## src/rtl/simplez_loader_if.sv

```systemverilog
// simplez_loader_if -- byte/bus bundle between the serial program loader,
// the UART pair and the Simplez RAM write port.
//
// Signals:
//   rx_data  [7:0]  byte from uart_rx, valid while rx_rcv=1
//   rx_rcv          one-cycle byte-received strobe
//   tx_ready        uart_tx idle
//   tx_data  [7:0]  acknowledge byte to uart_tx
//   tx_start        one-cycle transmit strobe
//   mem_addr [8:0]  RAM write address
//   mem_din  [11:0] RAM write data
//   mem_we          one-cycle RAM write strobe
//
// Modports:
//   master  -- environment side (drives the UART receive/ready signals)
//   slave   -- loader side (drives the acknowledge and RAM write port)
interface simplez_loader_if;
    logic [7:0]  rx_data;
    logic        rx_rcv;
    logic        tx_ready;
    logic [7:0]  tx_data;
    logic        tx_start;
    logic [8:0]  mem_addr;
    logic [11:0] mem_din;
    logic        mem_we;

    modport master (
        output rx_data, rx_rcv, tx_ready,
        input  tx_data, tx_start, mem_addr, mem_din, mem_we
    );

    modport slave (
        input  rx_data, rx_rcv, tx_ready,
        output tx_data, tx_start, mem_addr, mem_din, mem_we
    );
endinterface

```

## src/rtl/simplez_loader.sv

```systemverilog
// simplez_loader -- serial program loader in front of the Simplez core.
//
// Receives a framed program image byte-by-byte from uart_rx, writes the
// 12-bit words into the core's 512x12 RAM, answers with a one-byte
// acknowledge through uart_tx and releases the CPU reset only after a
// successful load. Once released (RUN) the loader ignores rx until rstn.
//
// Frame: SYNC, CNT_H (bit0 = count[8]), CNT_L, count x {WH[3:0], WL}, [CHK]
//
// Optional feature: define SIMPLEZ_LOADER_CHECKSUM_EN to expect and verify
// a trailing modulo-256 sum of CNT_H, CNT_L and all word bytes.
//
// Ports:
//   clk       system clock
//   rstn      synchronous active-low reset
//   bus       simplez_loader_if.slave (UART rx/tx + RAM write port)
//   cpu_rstn  CPU reset, active-low; high only in RUN
//   busy      frame in progress
//   err       sticky error of the last frame, cleared by the next SYNC byte
module simplez_loader #(
    parameter int unsigned MAX_WORDS = 504,
    parameter logic [7:0]  SYNC_BYTE = 8'h4C,
    parameter logic [7:0]  ACK_OK    = 8'h4B,
    parameter logic [7:0]  ACK_ERR   = 8'h45
) (
    input  logic            clk,
    input  logic            rstn,
    simplez_loader_if.slave bus,
    output logic            cpu_rstn,
    output logic            busy,
    output logic            err
);
    typedef enum logic [3:0] {
        S_IDLE, S_CNT_H, S_CNT_L, S_WH, S_WL, S_WRITE, S_CHK, S_ACK, S_RUN
    } state_t;

    localparam logic [8:0] MAX_CNT = 9'(MAX_WORDS);

`ifdef SIMPLEZ_LOADER_CHECKSUM_EN
    localparam state_t FRAME_END = S_CHK;
`else
    localparam state_t FRAME_END = S_ACK;
`endif

    state_t      state_q, state_d;
    logic [8:0]  count_q, count_d;
    logic [8:0]  mem_addr_q, mem_addr_d;
    logic [11:0] mem_din_q, mem_din_d;
    logic [3:0]  wh_q, wh_d;
    logic        mem_we_q, mem_we_d;
    logic        err_q, err_d;
    logic        busy_q, busy_d;
    logic [7:0]  tx_data_q, tx_data_d;
    logic        cpu_rstn_q, cpu_rstn_d;
    logic        tx_start;
    logic [8:0]  rx_count;
    logic [8:0]  addr_inc;
    logic        chk_bad;

    // Full word count as it stands once CNT_L arrives.
    assign rx_count = {count_q[8], bus.rx_data};
    // Words are written to consecutive addresses starting at 0, so the
    // write address doubles as the count of words already stored.
    assign addr_inc = mem_addr_q + 9'd1;

`ifdef SIMPLEZ_LOADER_CHECKSUM_EN
    logic [7:0] chk_q, chk_d;

    always_comb begin
        chk_d = chk_q;
        if (state_q == S_IDLE) begin
            chk_d = '0;
        end else if (bus.rx_rcv &&
                     (state_q inside {S_CNT_H, S_CNT_L, S_WH, S_WL})) begin
            chk_d = chk_q + bus.rx_data;
        end
    end

    always_ff @(posedge clk) begin
        if (!rstn) chk_q <= '0;
        else       chk_q <= chk_d;
    end

    assign chk_bad = (bus.rx_data != chk_q);
`else
    assign chk_bad = 1'b0;
`endif

    always_comb begin
        // NOTE: every variable gets a default before the case so no path
        // leaves one unassigned and no latch is inferred.
        state_d    = state_q;
        count_d    = count_q;
        mem_addr_d = mem_addr_q;
        mem_din_d  = mem_din_q;
        wh_d       = wh_q;
        mem_we_d   = 1'b0;
        err_d      = err_q;
        busy_d     = busy_q;
        tx_data_d  = tx_data_q;
        tx_start   = 1'b0;

        unique case (state_q)
            S_IDLE: begin
                if (bus.rx_rcv && bus.rx_data == SYNC_BYTE) begin
                    busy_d     = 1'b1;
                    err_d      = 1'b0;
                    mem_addr_d = '0;
                    state_d    = S_CNT_H;
                end
            end
            S_CNT_H: begin
                if (bus.rx_rcv) begin
                    count_d = {bus.rx_data[0], 8'h00};
                    state_d = S_CNT_L;
                end
            end
            S_CNT_L: begin
                if (bus.rx_rcv) begin
                    count_d = rx_count;
                    if (rx_count > MAX_CNT) begin
                        err_d   = 1'b1;
                        state_d = S_ACK;
                    end else if (rx_count == '0) begin
                        state_d = FRAME_END;
                    end else begin
                        state_d = S_WH;
                    end
                end
            end
            S_WH: begin
                if (bus.rx_rcv) begin
                    wh_d    = bus.rx_data[3:0];
                    state_d = S_WL;
                end
            end
            S_WL: begin
                if (bus.rx_rcv) begin
                    mem_din_d = {wh_q, bus.rx_data};
                    mem_we_d  = 1'b1;
                    state_d   = S_WRITE;
                end
            end
            S_WRITE: begin
                // mem_we is high this cycle with the address still stable;
                // the address moves on at the end of it.
                mem_addr_d = addr_inc;
                state_d    = (addr_inc == count_q) ? FRAME_END : S_WH;
            end
            S_CHK: begin
                if (bus.rx_rcv) begin
                    if (chk_bad) err_d = 1'b1;
                    state_d = S_ACK;
                end
            end
            S_ACK: begin
                if (bus.tx_ready) begin
                    tx_start = 1'b1;
                    busy_d   = 1'b0;
                    state_d  = err_q ? S_IDLE : S_RUN;
                end
            end
            S_RUN: begin
                // Keyboard owns rx from here on; only rstn leaves RUN.
            end
            default: state_d = S_IDLE;
        endcase

        // The acknowledge byte is fixed on entry to ACK so it is already
        // valid in the cycle tx_start fires.
        if (state_d == S_ACK && state_q != S_ACK) begin
            tx_data_d = err_d ? ACK_ERR : ACK_OK;
        end
    end

    // CPU reset is released from a flop so it cannot glitch.
    assign cpu_rstn_d = (state_d == S_RUN);

    // NOTE: rstn is sampled on the clock edge (synchronous reset) and all
    // state updates use non-blocking assignments so every flop samples the
    // values from before the edge.
    always_ff @(posedge clk) begin
        if (!rstn) begin
            state_q    <= S_IDLE;
            count_q    <= '0;
            mem_addr_q <= '0;
            mem_din_q  <= '0;
            wh_q       <= '0;
            mem_we_q   <= 1'b0;
            err_q      <= 1'b0;
            busy_q     <= 1'b0;
            tx_data_q  <= '0;
            cpu_rstn_q <= 1'b0;
        end else begin
            state_q    <= state_d;
            count_q    <= count_d;
            mem_addr_q <= mem_addr_d;
            mem_din_q  <= mem_din_d;
            wh_q       <= wh_d;
            mem_we_q   <= mem_we_d;
            err_q      <= err_d;
            busy_q     <= busy_d;
            tx_data_q  <= tx_data_d;
            cpu_rstn_q <= cpu_rstn_d;
        end
    end

    assign bus.tx_data  = tx_data_q;
    assign bus.tx_start = tx_start;
    assign bus.mem_addr = mem_addr_q;
    assign bus.mem_din  = mem_din_q;
    assign bus.mem_we   = mem_we_q;
    assign cpu_rstn     = cpu_rstn_q;
    assign busy         = busy_q;
    assign err          = err_q;
endmodule

```

## src/flat_wrapper.sv

```systemverilog
// flat-port wrapper written by rule: the top's interface ports become plain ports
module simplez_loader_flat 
#(
    parameter int unsigned MAX_WORDS = 504,
    parameter logic [7:0]  SYNC_BYTE = 8'h4C,
    parameter logic [7:0]  ACK_OK    = 8'h4B,
    parameter logic [7:0]  ACK_ERR   = 8'h45
)
  (clk, rstn, cpu_rstn, busy, err, bus_rx_data, bus_rx_rcv, bus_tx_ready, bus_tx_data, bus_tx_start, bus_mem_addr, bus_mem_din, bus_mem_we);
  simplez_loader_if bus_i ();
  input  logic clk;
  input  logic rstn;
  output logic cpu_rstn;
  output logic busy;
  output logic err;
  input wire logic [$bits(bus_i.rx_data)-1:0] bus_rx_data;
  input wire logic [$bits(bus_i.rx_rcv)-1:0] bus_rx_rcv;
  input wire logic [$bits(bus_i.tx_ready)-1:0] bus_tx_ready;
  output wire logic [$bits(bus_i.tx_data)-1:0] bus_tx_data;
  output wire logic [$bits(bus_i.tx_start)-1:0] bus_tx_start;
  output wire logic [$bits(bus_i.mem_addr)-1:0] bus_mem_addr;
  output wire logic [$bits(bus_i.mem_din)-1:0] bus_mem_din;
  output wire logic [$bits(bus_i.mem_we)-1:0] bus_mem_we;
  assign bus_i.rx_data = bus_rx_data;
  assign bus_i.rx_rcv = bus_rx_rcv;
  assign bus_i.tx_ready = bus_tx_ready;
  assign bus_tx_data = bus_i.tx_data;
  assign bus_tx_start = bus_i.tx_start;
  assign bus_mem_addr = bus_i.mem_addr;
  assign bus_mem_din = bus_i.mem_din;
  assign bus_mem_we = bus_i.mem_we;
  simplez_loader #(.MAX_WORDS(MAX_WORDS), .SYNC_BYTE(SYNC_BYTE), .ACK_OK(ACK_OK), .ACK_ERR(ACK_ERR)) u_core (.clk(clk), .rstn(rstn), .bus(bus_i), .cpu_rstn(cpu_rstn), .busy(busy), .err(err));
endmodule
```

## config.mk

```make
export PLATFORM = sky130hd
export DESIGN_NAME = simplez_loader_flat
export DESIGN_NICKNAME = d
export VERILOG_FILES = /design/src/rtl/simplez_loader_if.sv /design/src/rtl/simplez_loader.sv /design/src/flat_wrapper.sv
export SDC_FILE = /design/constraint.sdc
export NUM_CORES = 1
export LEC_CHECK = 0
export ABC_CLOCK_PERIOD_IN_PS = 2700
export BUFFER_PORTS_ARGS = -buffer_cell sky130_fd_sc_hd__buf_2
export CORE_MARGIN = 2
export CORE_UTILIZATION = 50
export DETAILED_ROUTE_END_ITERATION = 8
export PLACE_DENSITY = 0.74
export SLEW_MARGIN = 20
export SYNTH_ARGS = -nofsm -noshare
export SYNTH_HDL_FRONTEND = slang
export SYNTH_SLANG_ARGS = --single-unit
export TNS_END_PERCENT = 50
```

## constraint.sdc

```tcl
create_clock -name clk -period 2.7 [get_ports clk]
set_input_delay 0.27 -clock clk [delete_from_list [all_inputs] [get_ports clk]]
set_output_delay 0.27 -clock clk [all_outputs]
set_load 0.03 [all_outputs]
```

==> out/metrics.yaml <==
status: "finished clean"
setup-tns-final_ns: 0
die_y_microns: 70.20
clkSinkCount: 45
netlist_instances: 263
yosysSeqAreaShare_pct: 41.12
drtAntennaViolNets: 0
tightest_slew_ns: 0.7775
synth_edf_count: 0
cts.clk_slew.worst_paths_ns: 0.08
dr.pass1.iters: 4
startpoint_type: "flip-flop"
yosys.area.top_type_share_pct: 41.12
hold_viol_final: 0
r2r_start: "u_core.bus.mem_addr[0]$_SDFFE_PN0P_"
cap_viol_max_count: 0
critPathKind: "flip-flop to flip-flop"
vias: 1950
whs_path_depth: 2
drt_iter0_drc: 169
floorplan.initialDensity_pct: 51.02
fmax_mhz: 447.0
place_area_sq_um: 2412
wl_per_cell_microns: 13.86
groute.usage.overall_pct: 21.14
design_area_sq_um: 2546
synth_top_area_cell: "dfxtp_1"
leakagePower_nw: 1.136
min_to: "u_core.bus.tx_data[0]$_SDFFE_PN0P_"
synth_area_leaders: "dfxtp_1 (41%), nor2_1 (8.6%), mux2i_1 (8.2%)"
reg2reg_depth: 8
clockBufferDepth: 2
powerDensity_nw_per_um2: 514.4
ctsHoldBuffers: 0
hp-start: "rstn"
power.total_mw: 1.310
r2r-end: "u_core.bus.tx_data[3]$_SDFFE_PN0P_"
end_kind: "flip-flop"
core_sq_um: 4294
wl_microns: 4891
synthArstFlopShare_pct: 0
clock_latency_ns: 0.30
vdd.ir_drop.worst_v: 0.0003218
cts_max_level: 2
via_per_inst: 5.524
die_area_sq_um: 4927
layout.nets: 313
gr-total-overflow: 0
yosysUniqueCellTypes: 45
synth_area_sq_um: 2191
antenna_found_initial: 0
hp-class: "input port to flip-flop"
rsz0062_at_grt: "false"
synth_flop_cell: "dfxtp_1"
crit_arrival_ns: 2.47
cts_tree: "yes"
grt_pass1_vias: 1723
io_buffers: 42
final_core_util_pct: 59.29
period_share_pct: 82.86
cp_max_fo: 10
finalCriticalPeriod_ns: 2.237
grt_pass1_wl_microns: 8307
yosysWarnings: 0
crit_required_ns: 2.93
synth.avg_cell_area_sq_um: 8.330
grt_start_max_net_pins: 31
rows: 24
cp_slowest_cell: "dfxtp_1"
drive_gt1_share_pct: 21.26
synth-seq-cells: 45
crit_buf_inv: 0
dp_hpwl_microns: 3525
place.gp.congestion: 0.8858
cpPeakStageDelay_ns: 0.48
drc_errors: 0
insertedDiodeCount: 0
pin_count: 46
path_cells: "ha_1, and2_1, a211o_1, a31oi_1, nor4_2, a211oi_2, or3_1, a21oi_1"
fin_skew_ns: 0.002615
post_cts_resized: 0
relSlewSlack_pct: 48.02
cts_setup_buffers: 0
ctsRootBufferMaster: "clkbuf_8"
r2r_slack_ns: 0.46
fp.dieW_microns: 70.20
drv_slew: 0
critPathTopFamily: "simple AND/OR/NAND/NOR gates"
area_growth_pct: 16.22
numCtsBuffers: 5
placedCellCount: 345
setup_violations: 0
final_cells: 353
-- worst max-delay path by stage --
stage	start	endpoint	slack, ns	depth (start not counted)
after floorplan	u_core.bus.mem_addr[2]$_SDFFE_PN0P_	u_core.bus.tx_data[3]$_SDFFE_PN0P_	0.41	8
after global placement	u_core.bus.mem_addr[0]$_SDFFE_PN0P_	u_core.bus.tx_data[3]$_SDFFE_PN0P_	0.56	8
after detailed placement	u_core.bus.mem_addr[0]$_SDFFE_PN0P_	u_core.bus.tx_data[3]$_SDFFE_PN0P_	0.47	8
after CTS	u_core.bus.mem_addr[0]$_SDFFE_PN0P_	u_core.bus.tx_data[3]$_SDFFE_PN0P_	0.45	8
after global routing	u_core.bus.mem_addr[0]$_SDFFE_PN0P_	u_core.bus.tx_data[3]$_SDFFE_PN0P_	0.25	8
final	u_core.bus.mem_addr[0]$_SDFFE_PN0P_	u_core.bus.tx_data[3]$_SDFFE_PN0P_	0.46	8
-- synthesized netlist by cell type (2+ instances only) --
cell type,count
nor2_1,50
dfxtp_1,45
nand2_1,19
mux2i_1,18
a21oi_1,13
nand3_1,10
xnor2_1,10
a22oi_1,9
clkbuf_1,9
o21ai_0,9
inv_1,7
buf_4,5
nor3_1,5
and3_1,4
buf_2,4
nand4_1,4
o21ai_1,4
nor2b_1,3
o21a_1,3
xor2_1,3
a31oi_1,2
nor4_1,2
o22ai_1,2
or3_1,2
-- state kept, by name, indices dropped and copies added, names as in the netlist --
| signal | flops |
|---|---|
| u_core.bus.mem_we | 1 |
| u_core.busy | 1 |
| u_core.bus.mem_din | 12 |
| u_core.count_q | 9 |
| u_core.bus.tx_data | 3 |
| u_core.wh_q | 4 |
| u_core.bus.mem_addr | 9 |
| u_core.state_q | 4 |
| u_core.cpu_rstn | 1 |
| u_core.err | 1 |
-- power by group --
part           switching [mW]  internal, mW  total (mW)
combinational          0.0320        0.0106      0.0427
sequential           0.000278         0.663       0.663
clock                   0.236         0.368       0.604
-- logic make-up after synthesis --
logic type               synth area share [%]
adder cells (fa/ha/maj)                0.5710
flip-flops                              41.12
other                                  0.1712
AO/OA/AOI/OAI                           14.28
multiplexers                            8.738
AND/OR/NAND/NOR                         24.39
XOR/XNOR                                5.197
buffers and inverters                   5.540
-- stage by stage --
stage / worst slack [ns] / hold WS (ns)
6_report: 0.4628 / 0.2507
5_1_grt: 0.2549 / 0.2559
4_1_cts: 0.4461 / 0.2420
3_5_place_dp: 0.4710 / 0.4518
3_3_place_gp: 0.5626 / 0.4502
2_1_floorplan: 0.4114 / 0.3811
-- per-layer routing --
| metal | GRT usage (%) | part of all wire, % | vias up |
|---|---|---|---|
| met3 | 4.762 | 5.5 | 5 |
| met1 | 28.61 | 47 | 913 |
| met5 | 0 | 0 | - |
| li1 | - | - | 972 |
| met2 | 33.97 | 47 | 60 |
| met4 | 5.983 | 1.1 | 0 |
-- cell usage in the layout, fill, tap and decap left out, types with 3 or more instances in the layout --
cell	count
mux2i_1	18
buf_2	42
xnor2_1	10
dfxtp_1	45
o21ai_1	4
a21oi_1	13
o21a_1	3
a22oi_1	9
inv_1	7
nand4_1	4
buf_4	4
o21ai_0	9
nor3_1	5
xor2_1	3
nor2_1	50
nand2_1	19
clkbuf_8	5
and3_1	4
nand3_1	10
conb_1	3
nor2b_1	3
-- layout make-up --
| type | instances | area (sq um) |
|---|---|---|
| fillers | 383 | 1748 |
| clock inverters | 3 | 65.06 |
| multi-input cells | 194 | 1176 |
| inverters | 8 | 30.03 |
| well taps | 52 | 65.06 |
| repair buffers | 46 | 240.2 |
| clock buffers | 5 | 68.82 |
| flip-flops and latches | 45 | 900.9 |
No activity file was read; power rests on OpenSTA's default activity.
